--- src/rtl/cs_pkg.sv ---
// Shared control-store constants: geometry, loader state encoding, error codes.
package cs_pkg;

    localparam int unsigned CS_ADDR_W = 6;
    localparam int unsigned CS_DATA_W = 23;
    localparam logic [7:0]  CS_HEADER = 8'hA5;

    typedef enum logic [3:0] {
        StIdle,
        StAddr,
        StCount,
        StB0,
        StB1,
        StB2,
        StCsum,
        StDone,
        StErr
    } cs_state_e;

    localparam logic [1:0] ERR_NONE  = 2'b00;
    localparam logic [1:0] ERR_COUNT = 2'b01;
    localparam logic [1:0] ERR_PAD   = 2'b10;
    localparam logic [1:0] ERR_CSUM  = 2'b11;

    // Bits of the third byte that lie above the word and must be zero.
    function automatic logic [7:0] pad_mask(input int unsigned data_w);
        logic [15:0] m;
        m = 16'h00FF << (data_w - 16);
        return m[7:0];
    endfunction

endpackage

--- src/rtl/cs_loader_if.sv ---
// Byte-stream input and control-store write port of the loader.
interface cs_loader_if
    import cs_pkg::*;
#(
    parameter int unsigned ADDR_W = CS_ADDR_W,
    parameter int unsigned DATA_W = CS_DATA_W
);
    logic              in_valid;
    logic [7:0]        in_data;
    logic              in_ready;
    logic              wr_en;
    logic [ADDR_W-1:0] wr_addr;
    logic [DATA_W-1:0] wr_data;

    modport master (
        output in_valid, in_data,
        input  in_ready, wr_en, wr_addr, wr_data
    );

    modport slave (
        input  in_valid, in_data,
        output in_ready, wr_en, wr_addr, wr_data
    );
endinterface

--- src/rtl/cs_word_assembler.sv ---
// Collects B0/B1 and combines them with the live B2 byte into a microinstruction word.
module cs_word_assembler
    import cs_pkg::*;
#(
    parameter int unsigned DATA_W = CS_DATA_W
) (
    input  logic              clk,
    input  logic              reset,
    input  logic              shift_en,
    input  logic [7:0]        byte_in,
    output logic [DATA_W-1:0] word,
    output logic              pad_err
);
    localparam logic [7:0] PadMask = pad_mask(DATA_W);

    logic [15:0] low_q;

    always_ff @(posedge clk or posedge reset) begin
        if (reset) begin
            low_q <= '0;
        end else if (shift_en) begin
            low_q <= {byte_in, low_q[15:8]};
        end
    end

    // Word is presented while B2 is on the bus, so the write can be registered on its handshake.
    assign word    = DATA_W'({byte_in, low_q});
    assign pad_err = |(byte_in & PadMask);
endmodule

--- src/rtl/cs_loader.sv ---
// Framed byte-stream loader for the microcode control store with frame checking.
module cs_loader
    import cs_pkg::*;
#(
    parameter int unsigned ADDR_W = CS_ADDR_W,
    parameter int unsigned DATA_W = CS_DATA_W,
    parameter logic [7:0]  HEADER = CS_HEADER
) (
    input  logic              clk,
    input  logic              reset,
    cs_loader_if.slave        bus,
    input  logic              clear,
    output logic              busy,
    output logic              done,
    output logic              error,
    output logic [1:0]        err_code,
    output logic [ADDR_W:0]   words_written
);
    cs_state_e         state_q, state_d;
    logic [ADDR_W-1:0] ptr_q, ptr_d;
    logic [7:0]        rem_q, rem_d;
    logic [7:0]        csum_q, csum_d;
    logic [ADDR_W:0]   words_q, words_d;
    logic [1:0]        err_q, err_d;
    logic              wr_en_q, wr_en_d;
    logic [ADDR_W-1:0] wr_addr_q, wr_addr_d;
    logic [DATA_W-1:0] wr_data_q, wr_data_d;
    logic              accept, shift_en, pad_err;
    logic [DATA_W-1:0] word;

    cs_word_assembler #(.DATA_W(DATA_W)) u_asm (
        .clk      (clk),
        .reset    (reset),
        .shift_en (shift_en),
        .byte_in  (bus.in_data),
        .word     (word),
        .pad_err  (pad_err)
    );

    always_ff @(posedge clk or posedge reset) begin
        if (reset) begin
            state_q   <= StIdle;
            ptr_q     <= '0;
            rem_q     <= '0;
            csum_q    <= '0;
            words_q   <= '0;
            err_q     <= ERR_NONE;
            wr_en_q   <= 1'b0;
            wr_addr_q <= '0;
            wr_data_q <= '0;
        end else begin
            state_q   <= state_d;
            ptr_q     <= ptr_d;
            rem_q     <= rem_d;
            csum_q    <= csum_d;
            words_q   <= words_d;
            err_q     <= err_d;
            wr_en_q   <= wr_en_d;
            wr_addr_q <= wr_addr_d;
            wr_data_q <= wr_data_d;
        end
    end

    always_comb begin
        state_d   = state_q;
        ptr_d     = ptr_q;
        rem_d     = rem_q;
        csum_d    = csum_q;
        words_d   = words_q;
        err_d     = err_q;
        wr_en_d   = 1'b0;
        wr_addr_d = wr_addr_q;
        wr_data_d = wr_data_q;
        shift_en  = 1'b0;
        bus.in_ready = (state_q != StDone) && (state_q != StErr);
        accept    = bus.in_valid && bus.in_ready;

        unique case (state_q)
            StIdle: begin
                if (accept && bus.in_data == HEADER) begin
                    state_d = StAddr;
                    csum_d  = '0;
                    words_d = '0;
                end
            end
            StAddr: begin
                if (accept) begin
                    ptr_d   = bus.in_data[ADDR_W-1:0];
                    csum_d  = csum_q ^ bus.in_data;
                    state_d = StCount;
                end
            end
            StCount: begin
                if (accept) begin
                    csum_d = csum_q ^ bus.in_data;
                    if (bus.in_data == 8'h00) begin
                        state_d = StErr;
                        err_d   = ERR_COUNT;
                    end else begin
                        rem_d   = bus.in_data;
                        state_d = StB0;
                    end
                end
            end
            StB0, StB1: begin
                if (accept) begin
                    csum_d   = csum_q ^ bus.in_data;
                    shift_en = 1'b1;
                    state_d  = (state_q == StB0) ? StB1 : StB2;
                end
            end
            StB2: begin
                if (accept) begin
                    csum_d = csum_q ^ bus.in_data;
                    if (pad_err) begin
                        state_d = StErr;
                        err_d   = ERR_PAD;
                    end else begin
                        wr_en_d   = 1'b1;
                        wr_addr_d = ptr_q;
                        wr_data_d = word;
                        ptr_d     = ptr_q + 1'b1;
                        rem_d     = rem_q - 8'd1;
                        words_d   = words_q + 1'b1;
                        state_d   = (rem_q == 8'd1) ? StCsum : StB0;
                    end
                end
            end
            StCsum: begin
                if (accept) begin
                    if (bus.in_data == csum_q) begin
                        state_d = StDone;
                    end else begin
                        state_d = StErr;
                        err_d   = ERR_CSUM;
                    end
                end
            end
            StDone, StErr: begin
                if (clear) begin
                    state_d = StIdle;
                    err_d   = ERR_NONE;
                end
            end
            default: state_d = StIdle;
        endcase
    end

    assign bus.wr_en    = wr_en_q;
    assign bus.wr_addr  = wr_addr_q;
    assign bus.wr_data  = wr_data_q;
    assign busy = (state_q != StIdle) && (state_q != StDone) && (state_q != StErr);
    assign done          = (state_q == StDone);
    assign error         = (state_q == StErr);
    assign err_code      = err_q;
    assign words_written = words_q;
endmodule

--- src/flat_wrapper.sv ---
// flat-port wrapper written by rule: the top's interface ports become plain ports
module cs_loader_flat import cs_pkg::*;
#(
    parameter int unsigned ADDR_W = CS_ADDR_W,
    parameter int unsigned DATA_W = CS_DATA_W,
    parameter logic [7:0]  HEADER = CS_HEADER
)
  (clk, reset, clear, busy, done, error, err_code, words_written, bus_in_valid, bus_in_data, bus_in_ready, bus_wr_en, bus_wr_addr, bus_wr_data);
  cs_loader_if #(.ADDR_W(ADDR_W), .DATA_W(DATA_W)) bus_i ();
  input  logic clk;
  input  logic reset;
  input  logic clear;
  output logic busy;
  output logic done;
  output logic error;
  output logic [1:0] err_code;
  output logic [ADDR_W:0] words_written;
  input wire logic [$bits(bus_i.in_valid)-1:0] bus_in_valid;
  input wire logic [$bits(bus_i.in_data)-1:0] bus_in_data;
  output wire logic [$bits(bus_i.in_ready)-1:0] bus_in_ready;
  output wire logic [$bits(bus_i.wr_en)-1:0] bus_wr_en;
  output wire logic [$bits(bus_i.wr_addr)-1:0] bus_wr_addr;
  output wire logic [$bits(bus_i.wr_data)-1:0] bus_wr_data;
  assign bus_i.in_valid = bus_in_valid;
  assign bus_i.in_data = bus_in_data;
  assign bus_in_ready = bus_i.in_ready;
  assign bus_wr_en = bus_i.wr_en;
  assign bus_wr_addr = bus_i.wr_addr;
  assign bus_wr_data = bus_i.wr_data;
  cs_loader #(.ADDR_W(ADDR_W), .DATA_W(DATA_W), .HEADER(HEADER)) u_core (.clk(clk), .reset(reset), .bus(bus_i), .clear(clear), .busy(busy), .done(done), .error(error), .err_code(err_code), .words_written(words_written));
endmodule
--- config.mk ---
export PLATFORM = sky130hd
export DESIGN_NAME = cs_loader_flat
export DESIGN_NICKNAME = d
export VERILOG_FILES = /design/src/rtl/cs_pkg.sv /design/src/rtl/cs_loader_if.sv /design/src/rtl/cs_word_assembler.sv /design/src/rtl/cs_loader.sv /design/src/flat_wrapper.sv
export SDC_FILE = /design/constraint.sdc
export NUM_CORES = 1
export LEC_CHECK = 0
export BUFFER_PORTS_ARGS = -buffer_cell sky130_fd_sc_hd__buf_2
export CAP_MARGIN = 25
export CORE_UTILIZATION = 53
export CTS_CLUSTER_DIAMETER = 100
export DETAILED_ROUTE_END_ITERATION = 16
export PLACE_DENSITY = 0.74
export SLEW_MARGIN = 5
export SYNTH_ARGS = -nofsm -noshare
export SYNTH_HDL_FRONTEND = slang
export SYNTH_SLANG_ARGS = --single-unit
--- constraint.sdc ---
create_clock -name clk -period 4.3 [get_ports clk]
set_clock_uncertainty 0.1 [all_clocks]
set_input_delay 1.29 -clock clk [delete_from_list [all_inputs] [get_ports clk]]
set_output_delay 1.29 -clock clk [all_outputs]
set_load 0.1 [all_outputs]
==> Word level (Yosys, flattened, before mapping) <==
Index checks and enable logic that the tools add are counted.
{ "totals": {"input_bits": 12, "register_bits": 81, "output_inout_bits": 43, "elab_cells": 106} }
{ "classes": {"n_bitwise": 2, "reduce_logical": 23, "mux": 42, "addsub": 3, "n_eq_ne": 26} }
{ "op_table": {"columns": ["operator", "count"], "rows": [
  ["8-bit 2-to-1 mux", 6],
  ["4-bit 2-to-1 mux", 10],
  ["8-bit case mux with 2 select lines", 2],
  ["4-bit case mux with 7 select lines", 1],
  ["7-bit 2-to-1 mux", 3],
  ["6-bit 2-to-1 mux", 3],
  ["4-bit by 3-bit equality test with 1-bit output (second input constant)", 4],
  ["2-bit by 1-bit inequality test with 1-bit output (second input constant)", 8],
  ["2-bit 2-to-1 mux", 7],
  ["7-bit case mux with 2 select lines", 1],
  ["6-bit case mux with 2 select lines", 1],
  ["2-bit inequality test (second input constant)", 5],
  ["4-bit by 2-bit equality test with 1-bit output (second input constant)", 2],
  ["8-bit by 1-bit equality test with 1-bit output (second input constant)", 1],
  ["8-bit equality test", 1],
  ["8-bit equality test (second input constant)", 1],
  ["8-bit logical NOT", 1],
  ["2-bit case mux with 4 select lines", 1],
  ["4-bit AND reduction", 2],
  ["8-bit AND reduction", 1],
  ["2-bit nonzero test", 4],
  ["4-bit nonzero test", 2],
  ["8-bit by 1-bit subtractor with 8-bit output (second input constant)", 1],
  ["8-bit XOR", 1],
  ["other kinds (16)", 27]
]} }

==> Longest topological paths before layout <==
Gate-level depths: netlist of run 1.
{ "logic_depth": {"ltp_word": 6, "depth_mapped": 8, "mapped_depth_nobuf": 6} }

==> Modules after synthesis <==
From an unflattened synthesis of run 1, not the netlist that was laid out.
{ "unflattened": {"hier_cells": 377, "hier_area_um2": 4206.5} }
{ "by_module_without_submodules": {"columns": ["module", "n_inst", "area_each_um2", "cells_each", "seq_area_each_um2"], "rows": [
  ["cs_loader", 1, 3493.4, 334, 1626.6],
  ["cs_word_assembler", 1, 713.2, 43, 400.4]
]} }

==> Least setup slack after synthesis of run 1 <==
No wires, ideal clock.
{ "synth_path": {"kind": "register -> output", "startpoint": "register u_core.state_q[1]", "endpoint": "output busy", "stages_incl_launch_ff": 4, "n_path_buf": 0, "setup_slack_ns": 0.518, "arrival_ns": 2.392, "required_time_ns": 2.910, "cell_sequence": "dfrtp_1 -> nand4b_1 -> inv_1 -> nor2_1"} }
{ "synth_via": {"elab_chain_cells": 3, "word_cells_on_any_way": 5, "cone_classes": "eq/ne: 2; reduce/logical: 3"} }
{ "synth_lines": {"columns": ["item", "line_no", "rtl"], "rows": [
  ["start, declared", "cs_loader.sv:19", "cs_state_e state_q, state_d;"],
  ["start signal, assigned", "cs_loader.sv:42", "state_q <= StIdle;"],
  ["start signal, assigned", "cs_loader.sv:52", "state_q <= state_d;"],
  ["4-bit by 3-bit inequality test with 1-bit output / 4-bit nonzero test (equally long branches)", "cs_loader.sv:152", "assign busy = (state_q != StIdle) && (state_q != StDone) && (state_q != StErr);"],
  ["1-bit logical AND", "cs_loader.sv:152", null],
  ["1-bit logical AND *", "cs_loader.sv:152", null],
  ["end, declared", "flat_wrapper.sv:13", "output logic busy;"]
]} }
Every way passes the cells marked *; elsewhere a longest branch is shown, timed or not.

==> Worst setup path in the final report of run 1 <==
{ "layout_path": {"startpoint": "register u_core.state_q[0]", "endpoint": "output error"} }
{ "layout_via": {"elab_chain_cells": 1} }
{ "layout_lines": {"columns": ["item", "line_no", "rtl"], "rows": [
  ["4-bit equality test", "cs_loader.sv:154", "assign error = (state_q == StErr);"],
  ["end, declared", "flat_wrapper.sv:15", "output logic error;"]
]} }
Every way passes these cells.

==> run metrics, run 1 <==
num rows 31; Simple-Gate Fraction of Synth Area 0.159; placer congestion estimate 0.860; Post-Syn Instances 368; Crit. End Element primary output; worst endpoint required time 2.91 ns; async set or reset register ratio after synthesis 1.00; number of H-tree levels 3; setup bufs post-CTS 0; fin crit period 3.47 ns; crit path launch type flop; xor and xnor fraction of the mapped netlist area 0.0279; grt ovf 0; critical path class reg -> out; IO Port Bufs 54; period utilization 0.807; largest family of logic cells by synthesized area simple AND/OR/NAND/NOR gates; CTS Sinks 81; post-DP HPWL 5800 um; n_diodes 0; most common cell after layout, fill and taps aside dfrtp_1; synthesized area per cell 11.1 um^2; most frequent cells in the layout dfrtp_1 (81), buf_2 (54), mux2_2 (37); Routed WL 8400 um; Synth cell types between 60 and 70; complex-gate fraction of the synthesized area 0.106; final hold vios 0; GRT Total Usage 0.221; Hold Path Class reg -> reg; Total Die Area approximately 8000 um^2; first-pass GRT wire length 14100 um; post-synthesis sequential area ratio 0.497; register clock-pin slew on the reported worst setup and hold paths 0.08 ns; CTS Root Cell clkbuf_8; Die Width 89.7 um; Syn Nets roughly 380; final setup violation count 0; max_slew headroom 0.388; # DRC 0; fin area 4540 um^2; Worst-Margin Slew around 0.92 ns; top_reg_cell synth dfrtp_1; EDFF count, synth 0; CTS Buf Count 9; Ys Warns 0; largest fanout on the critical path 17; DRT antenna net count 0; vias per std cell 5.73; Skew-Pair Late Insertion Delay 0.35 ns; #FFs+latches synth 81; Nets 428; Wirelength per Cell 16.3 um; Max Slew Vio Count 0; Post-Synth Adder-Cell Area 0.0123; largest net degree at the start of global routing 40; vias around 3000; CTS tree built; DR pass1 iterations 5; Die Y roughly 90 um; final worst slack 0.831 ns; area of the core 7330 um^2; # hold bufs at CTS 0; outcome finished clean; mux cell area share after synthesis 0.150; I/O pins 55; Worst Path Arrival approximately 2.1 ns; CTS max path bufs 2; Placed Area 4350 um^2; RSZ-0062 raised after global routing no; Post-CTS Resized 0; Place WS roughly 1.2 ns; f_max 0.288 GHz; drt first-iter violations 107; Initial Util 0.556; setup tns final 0 ns; Syn Std Cell Area 4080 um^2; share of layout cells above drive strength 1 0.329; vias in the first global route about 2800; max-cap violations 0; initial antenna violation count 0; Syn-to-layout area delta 11.4%
[layout make-up]
type / count / area [um^2]
clock inverter: 6 / 67.6
clock buffer: 10 / 128
timing repair buffer: 58 / 300
sequential: 81 / 2030
inverter: 10 / 38.8
fill: 608 / 2790
multi-input combinational: 252 / 1860
tap: 99 / 124
[state kept, by name (all words and copies together), names as in the netlist]
| signal | flops |
|---|---|
| u_core.bus.wr_data | 23 |
| u_core.u_asm.low_q | 16 |
| u_core.csum_q | 8 |
| u_core.rem_q | 8 |
| u_core.words_written | 7 |
| u_core.bus.wr_addr | 6 |
| u_core.ptr_q | 6 |
| u_core.state_q | 4 |
| u_core.err_code | 2 |
| u_core.bus.wr_en | 1 |
[logic make-up (layout without fill, tap and decap cells)]
group | count (synthesis) | after routing
and+or+nand+nor | 114 | 114
DFF | 81 | 81
AOI/OAI and AO/OA | 70 | 70
muxes | 51 | 51
buffers and inverters | 35 | 84
xor gates and xnor gates | 13 | 13
adders and majority gates | 4 | 4
[synthesized netlist by cell type, types with 2 or more instances]
master	instances	area share
a211o_1	2	0.0043
a21boi_0	2	0.0037
a21o_1	2	0.0037
a21oi_1	17	0.021
a31oi_1	3	0.0046
a32oi_1	2	0.0043
and3_1	3	0.0046
buf_1	2	0.0018
buf_2	6	0.0074
buf_4	3	0.0055
buf_6	4	0.011
clkbuf_1	8	0.0074
dfrtp_1	81	0.50
ha_1	4	0.012
inv_1	10	0.0092
mux2_1	3	0.0083
mux2_2	37	0.10
mux2_4	10	0.037
nand2_1	17	0.016
nand2b_1	2	0.0031
nand3_1	16	0.020
nand3b_1	4	0.0074
nand4b_1	2	0.0043
nor2_1	34	0.031
nor2_4	2	0.0055
nor3_1	9	0.011
nor4_1	4	0.0061
nor4_2	2	0.0061
o21ai_0	25	0.031
o21ai_1	2	0.0025
o22a_1	4	0.0086
o22ai_1	3	0.0046
or3b_2	3	0.0064
xor2_1	12	0.026
[metal layers]
| layer | up-vias | part of all wire | track usage |
|---|---|---|---|
| met1 | 1456 | 0.48 | 0.314 |
| met5 | - | 0 | 0 |
| met3 | 12 | 0.053 | 0.0482 |
| met4 | 0 | 0.014 | 0.0738 |
| li1 | 1399 | - | - |
| met2 | 90 | 0.46 | 0.336 |
[worst max-delay path, cell delays in order (launching register included)]
cell and delay (ns):
dfrtp_1 0.55, or4b_1 0.68, inv_1 0.08, buf_2 0.42
[through the flow]
step,cells,utilization,hold WS (ns)
floorplan,368,-,0.370
global placement,500,0.593,0.380
detailed placement,500,0.593,0.390
CTS,516,0.620,0.407
global route,516,0.620,0.422
finish,516,0.620,0.400
[final timing paths]
| check | startpoint | endpoint | slack (ns) | depth (start not counted) |
|---|---|---|---|---|
| max reg2reg | u_core.state_q[0] | u_core.u_asm.low_q[12] | 1.52 | 4 |
| max | u_core.state_q[0] | error | 0.83 | 3 |
| min | u_core.csum_q[0] | u_core.csum_q[0] | 0.40 | 1 |
| min in group asynchronous | reset | u_core.words_written[6] | 0.90 | 2 |
| max in group asynchronous | reset | u_core.u_asm.low_q[12] | 2.43 | 3 |
| min reg2reg | u_core.csum_q[0] | u_core.csum_q[0] | 0.40 | 1 |
Power of run 1 is not shown: default switching activity piles up to over one toggle a cycle in this logic, so the estimate is an artifact.
==> inputs of run 2 (changes only) <==
- clock period: 4.3 -> 3.4 ns (I/O delays scaled with it)
==> run 2 against run 1 <==
Against the previous run: non-clock buffer count rose by 1; clock-buffer cell count fell by 1; final cell count rose by 0.19%; register-to-register slack got worse by 0.55 ns; hold slack got worse by 0.0049 ns; critical path type unchanged; routed wire length fell by 0.85%; critical endpoint unchanged; via count rose by 0.51%; global-route usage fell by 0.37 points.
==> run metrics, run 2 (synthesized netlist as in run 1, its figures left out) <==
DRT antenna net count 0; register clock-pin slew on the reported worst setup and hold paths 0.08 ns; Nets ~430; period utilization 0.947; crit path launch type flop; largest net degree at the start of global routing 37; number of H-tree levels 3; most common cell after layout, fill and taps aside dfrtp_1; Total Die Area 8050 um^2; GRT Total Usage 0.217; placer congestion estimate 0.816; CTS Sinks 81; vias in the first global route 2725; largest fanout on the critical path 17; max FFs per register 23; setup bufs post-CTS 0; gr busiest metal met2; final hold vios 0; max_slew headroom 0.574; CTS Buf Count 9; CTS Root Cell clkbuf_8; Die Y 89.7 um; Hold Path Class reg -> reg; IO Port Bufs 54; share of layout cells above drive strength 1 0.335; Routed WL 8320 um; CTS max path bufs 2; worst endpoint required time approximately 2.3 ns; met3 usage 0.0567; first-pass GRT wire length ~14000 um; Post-CTS Resized 0; setup tns final 0 ns; Syn-to-layout area delta 11.5%; max-cap violations 0; num rows 31; Die Width 89.7 um; initial antenna violation count 0; DR pass1 iterations 6; critical path class reg -> out; RSZ-0062 raised after global routing no; # DRC 0; final setup violation count 0; fin crit period 3.22 ns; most frequent cells in the layout dfrtp_1 (81), buf_2 (54), mux2_2 (37); outcome finished clean; drt first-iter violations 144; routing usage on met2 0.334; I/O pins 55; n_diodes 0; CTS tree built; Worst-Margin Slew 0.638 ns; Final Util 0.620; Skew-Pair Late Insertion Delay 0.35 ns; post-DP HPWL 5740 um; f_max 0.311 GHz; # hold bufs at CTS 0; vias per std cell 5.75; Wirelength per Cell approximately 16 um; area of the core roughly 7300 um^2; Initial Util 0.556; Filler cells 587; vias 2972; worst hold slack 0.395 ns; met1 usage 0.308; grt ovf 0; Worst Path Arrival ~2.1 ns; Crit. End Element primary output; Max Slew Vio Count 0
==> run 2: cell count changes in the layout (fill, tap and decap cells not counted), sizes merged <==
cell      change
clkbuf        -1
inv           +1
clkinvlp      +1
bufinv        -1
buf           +1
==> run 2: cell type report <==
| type | count | area, um^2 | area share |
|---|---|---|---|
| Sequential cell | 81 | 2030 | 0.446 |
| Multi-Input combinational cell | 252 | 1860 | 0.409 |
| Timing Repair Buffer | 59 | 320 | 0.0704 |
| Tap cell | 99 | 124 | 0.0272 |
| Clock buffer | 9 | 124 | 0.0272 |
| Inverter | 10 | 38.8 | 0.00853 |
| Clock inverter | 7 | 53.8 | 0.0118 |
==> run 2: metal layers <==
layer / vias up / part of all wire
met2: 91 / 0.47
met1: 1473 / 0.47
met4: 0 / 0.0080
li1: 1402 / -
met3: 6 / 0.052
met5: - / 0
==> run 2: through the flow <==
step | setup WS (ns) | instance area, um^2 | std cells
final | 0.180 | 4550 | 517
after global routing | 0.0448 | 4550 | 517
after CTS | 0.165 | 4550 | 517
after detailed placement | 0.558 | 4370 | 501
after global placement | 0.602 | 4370 | 501
after floorplan | 0.200 | 4080 | 368
==> run 2: worst paths after layout <==
kind,from,endpoint,slack (ns),cells after the start
max,u_core.state_q[0],error,0.18,3
min,u_core.err_code[0],u_core.err_code[0],0.39,1
max reg2reg,u_core.state_q[0],u_core.u_asm.low_q[8],0.97,5
min reg2reg,u_core.err_code[0],u_core.err_code[0],0.39,1
max in group asynchronous,reset,u_core.u_asm.low_q[11],1.80,3
min in group asynchronous,reset,u_core.bus.wr_addr[3],0.63,2
==> run 2: critical path, stage by stage, from the launching register on <==
cell     delay (ns)
dfrtp_1        0.55
or4b_1         0.69
inv_1          0.08
buf_2          0.42
Power of run 2 is left out for the same reason.
==> inputs of run 3 (changes only) <==
- ABC_AREA: not set -> 1
==> run 3 against run 2 <==
Against the previous run: flip-flop and latch count did not move; critical path depth rose by 3; fmax rose by 10%; highest routed layer unchanged.
==> run metrics, run 3 <==
Die Y 89.5 um; CTS tree built; routing usage on met2 0.402; I/O pins 55; IO Port Bufs 54; drt first-iter violations 183; Hold Path Class reg -> reg; Skew-Pair Late Insertion Delay 0.37 ns; post-DP HPWL 6440 um; Max Slew Vio Count 0; setup bufs post-CTS 0; Seq. cell area 2030 um^2; Nets 600; synthesized area per cell 7.65 um^2; Initial Util 0.553; CTS max path bufs 2; grt ovf 0; Total Die Area 8000 um^2; most common cell after layout, fill and taps aside nand2_1; Post-CTS Resized 0; CTS Sinks 81; CP cell instances inv_2 -> nor2_2 -> nand2_1 -> nand2_1 -> nor2_1 -> buf_2; critical path class reg -> out; post-synth top area share 0.500; CTS Buf Count 9; Wirelength per Cell approximately 13 um; vias in the first global route 3263; most frequent cells after synthesis nand2_1 (209), dfrtp_1 (81), o21ai_0 (52); setup tns final 0 ns; CP most frequent cell nand2_1; max FFs per register 23; largest fanout on the critical path 6; f_max about 0.34 GHz; met3 usage 0.0397; CTS Root Cell clkbuf_8; #FFs+latches synth just over 80; final hold vios 0; period utilization 0.860; Post-Syn Instances 530; vias per std cell 5.03; Total Power 4.88 mW; largest cells by area after synthesis dfrtp_1 (50%), nand2_1 (19%), o21ai_0 (6.4%), inv_1 (4.5%), nor2_1 (4.5%); DRT antenna net count 0; share of layout cells above drive strength 1 0.161; largest net degree at the start of global routing 50; EDFF count, synth 0; initial antenna violation count 0; top_reg_cell synth dfrtp_1; Crit. End Element primary output; area of the core approximately 7300 um^2; num rows 31; Syn-to-layout area delta 13.8%; crit path launch type flop; CP max stage cell dfrtp_1; area of the multi-input gates about 1700 um^2; P_leak 2.52 nW; Worst Path Arrival 1.80 ns; fin crit period 2.92 ns; max_slew headroom 0.420; Filler cells 678; # DRC 0; largest stage delay on the critical path 0.45 ns; post-synthesis sequential area ratio 0.500; Routed WL 8750 um; first-pass GRT wire length 14900 um; register clock-pin slew on the reported worst setup and hold paths 0.10 ns; met1 usage 0.330; most frequent cells in the layout nand2_1 (209), dfrtp_1 (81), buf_2 (54); placer congestion estimate 0.927; number of H-tree levels 3; Worst-Margin Slew roughly 0.87 ns; Synth area leader dfrtp_1; DR pass1 iterations 4; # hold bufs at CTS 0; final setup violation count 0; Syn Std Cell Area ~4000 um^2; Synth cell types 29; max-cap violations 0; gr busiest metal met2; async set or reset register ratio after synthesis 1.00; outcome finished clean; vias 3464; Power Density 1060 nW/um^2; GRT Total Usage 0.247; count leader, synth nand2_1; peak supply drop ~0.00055 V; Ys Warns 0; RSZ-0062 raised after global routing no; Die Width a little under 90 um; n_diodes 0; worst endpoint required time 2.28 ns; Syn Nets between 500 and 600
run 3: path summary, 6_finish.rpt:
kind	startpoint	to	slack [ns]	cells past startpoint
min reg2reg	u_core.bus.wr_data[5]	u_core.bus.wr_data[5]	0.37	2
min in group asynchronous	reset	u_core.bus.wr_data[17]	0.57	2
max in group asynchronous	reset	u_core.err_code[0]	1.98	3
min	u_core.bus.wr_data[5]	u_core.bus.wr_data[5]	0.37	2
max	u_core.state_q[2]	busy	0.48	6
max reg2reg	u_core.state_q[2]	u_core.rem_q[5]	1.10	9
run 3: layer usage:
metal	up-vias	part of all wire
met3	13	0.044
li1	1762	-
met5	-	0
met4	0	0.017
met1	1598	0.47
met2	91	0.46
run 3: cell families (layout without fill, tap and decap cells):
logic type               after synthesis  after routing  synth area share
adder cells (fa/ha/maj)                4              4            0.0123
AO/OA/AOI/OAI                         72             72            0.0984
AND/OR/NAND/NOR                      291            291             0.289
buffers and inverters                 69            128            0.0722
flip-flops                            81             81             0.500
XOR/XNOR                              13             13            0.0281
run 3: cell type report:
type	count	area share
clock buffers	9	0.0269
clock inverters	7	0.0176
inverters	54	0.0442
multi-input cells	380	0.377
flip-flops and latches	81	0.439
well taps	99	0.0269
repair buffers	58	0.0678
run 3: worst max-delay path: cells and delay by family, from the launching register on:
family / cells / cell delay (ns)
flops: 1 / 0.45
buf+inv: 2 / 0.57
simple gates: 4 / 0.43
run 3: power by group:
part	switching, mW	total [mW]	internal (mW)
combinational	2.05	2.59	0.534
clock	0.416	0.710	0.294
sequential	0.253	1.58	1.33
run 3: per-stage QoR:
stage               instances  instance area [um^2]  hold slack (ns)  setup WS, ns   util
floorplan                 530                  4060            0.349         0.108      -
global placement          672                  4410            0.352         0.713  0.601
detailed placement        672                  4410            0.353         0.701  0.601
CTS                       688                  4610            0.378         0.466  0.629
global route              688                  4610            0.408         0.369  0.629
finish                    688                  4610            0.373         0.476  0.629
No activity file was read; power rests on OpenSTA's default activity.
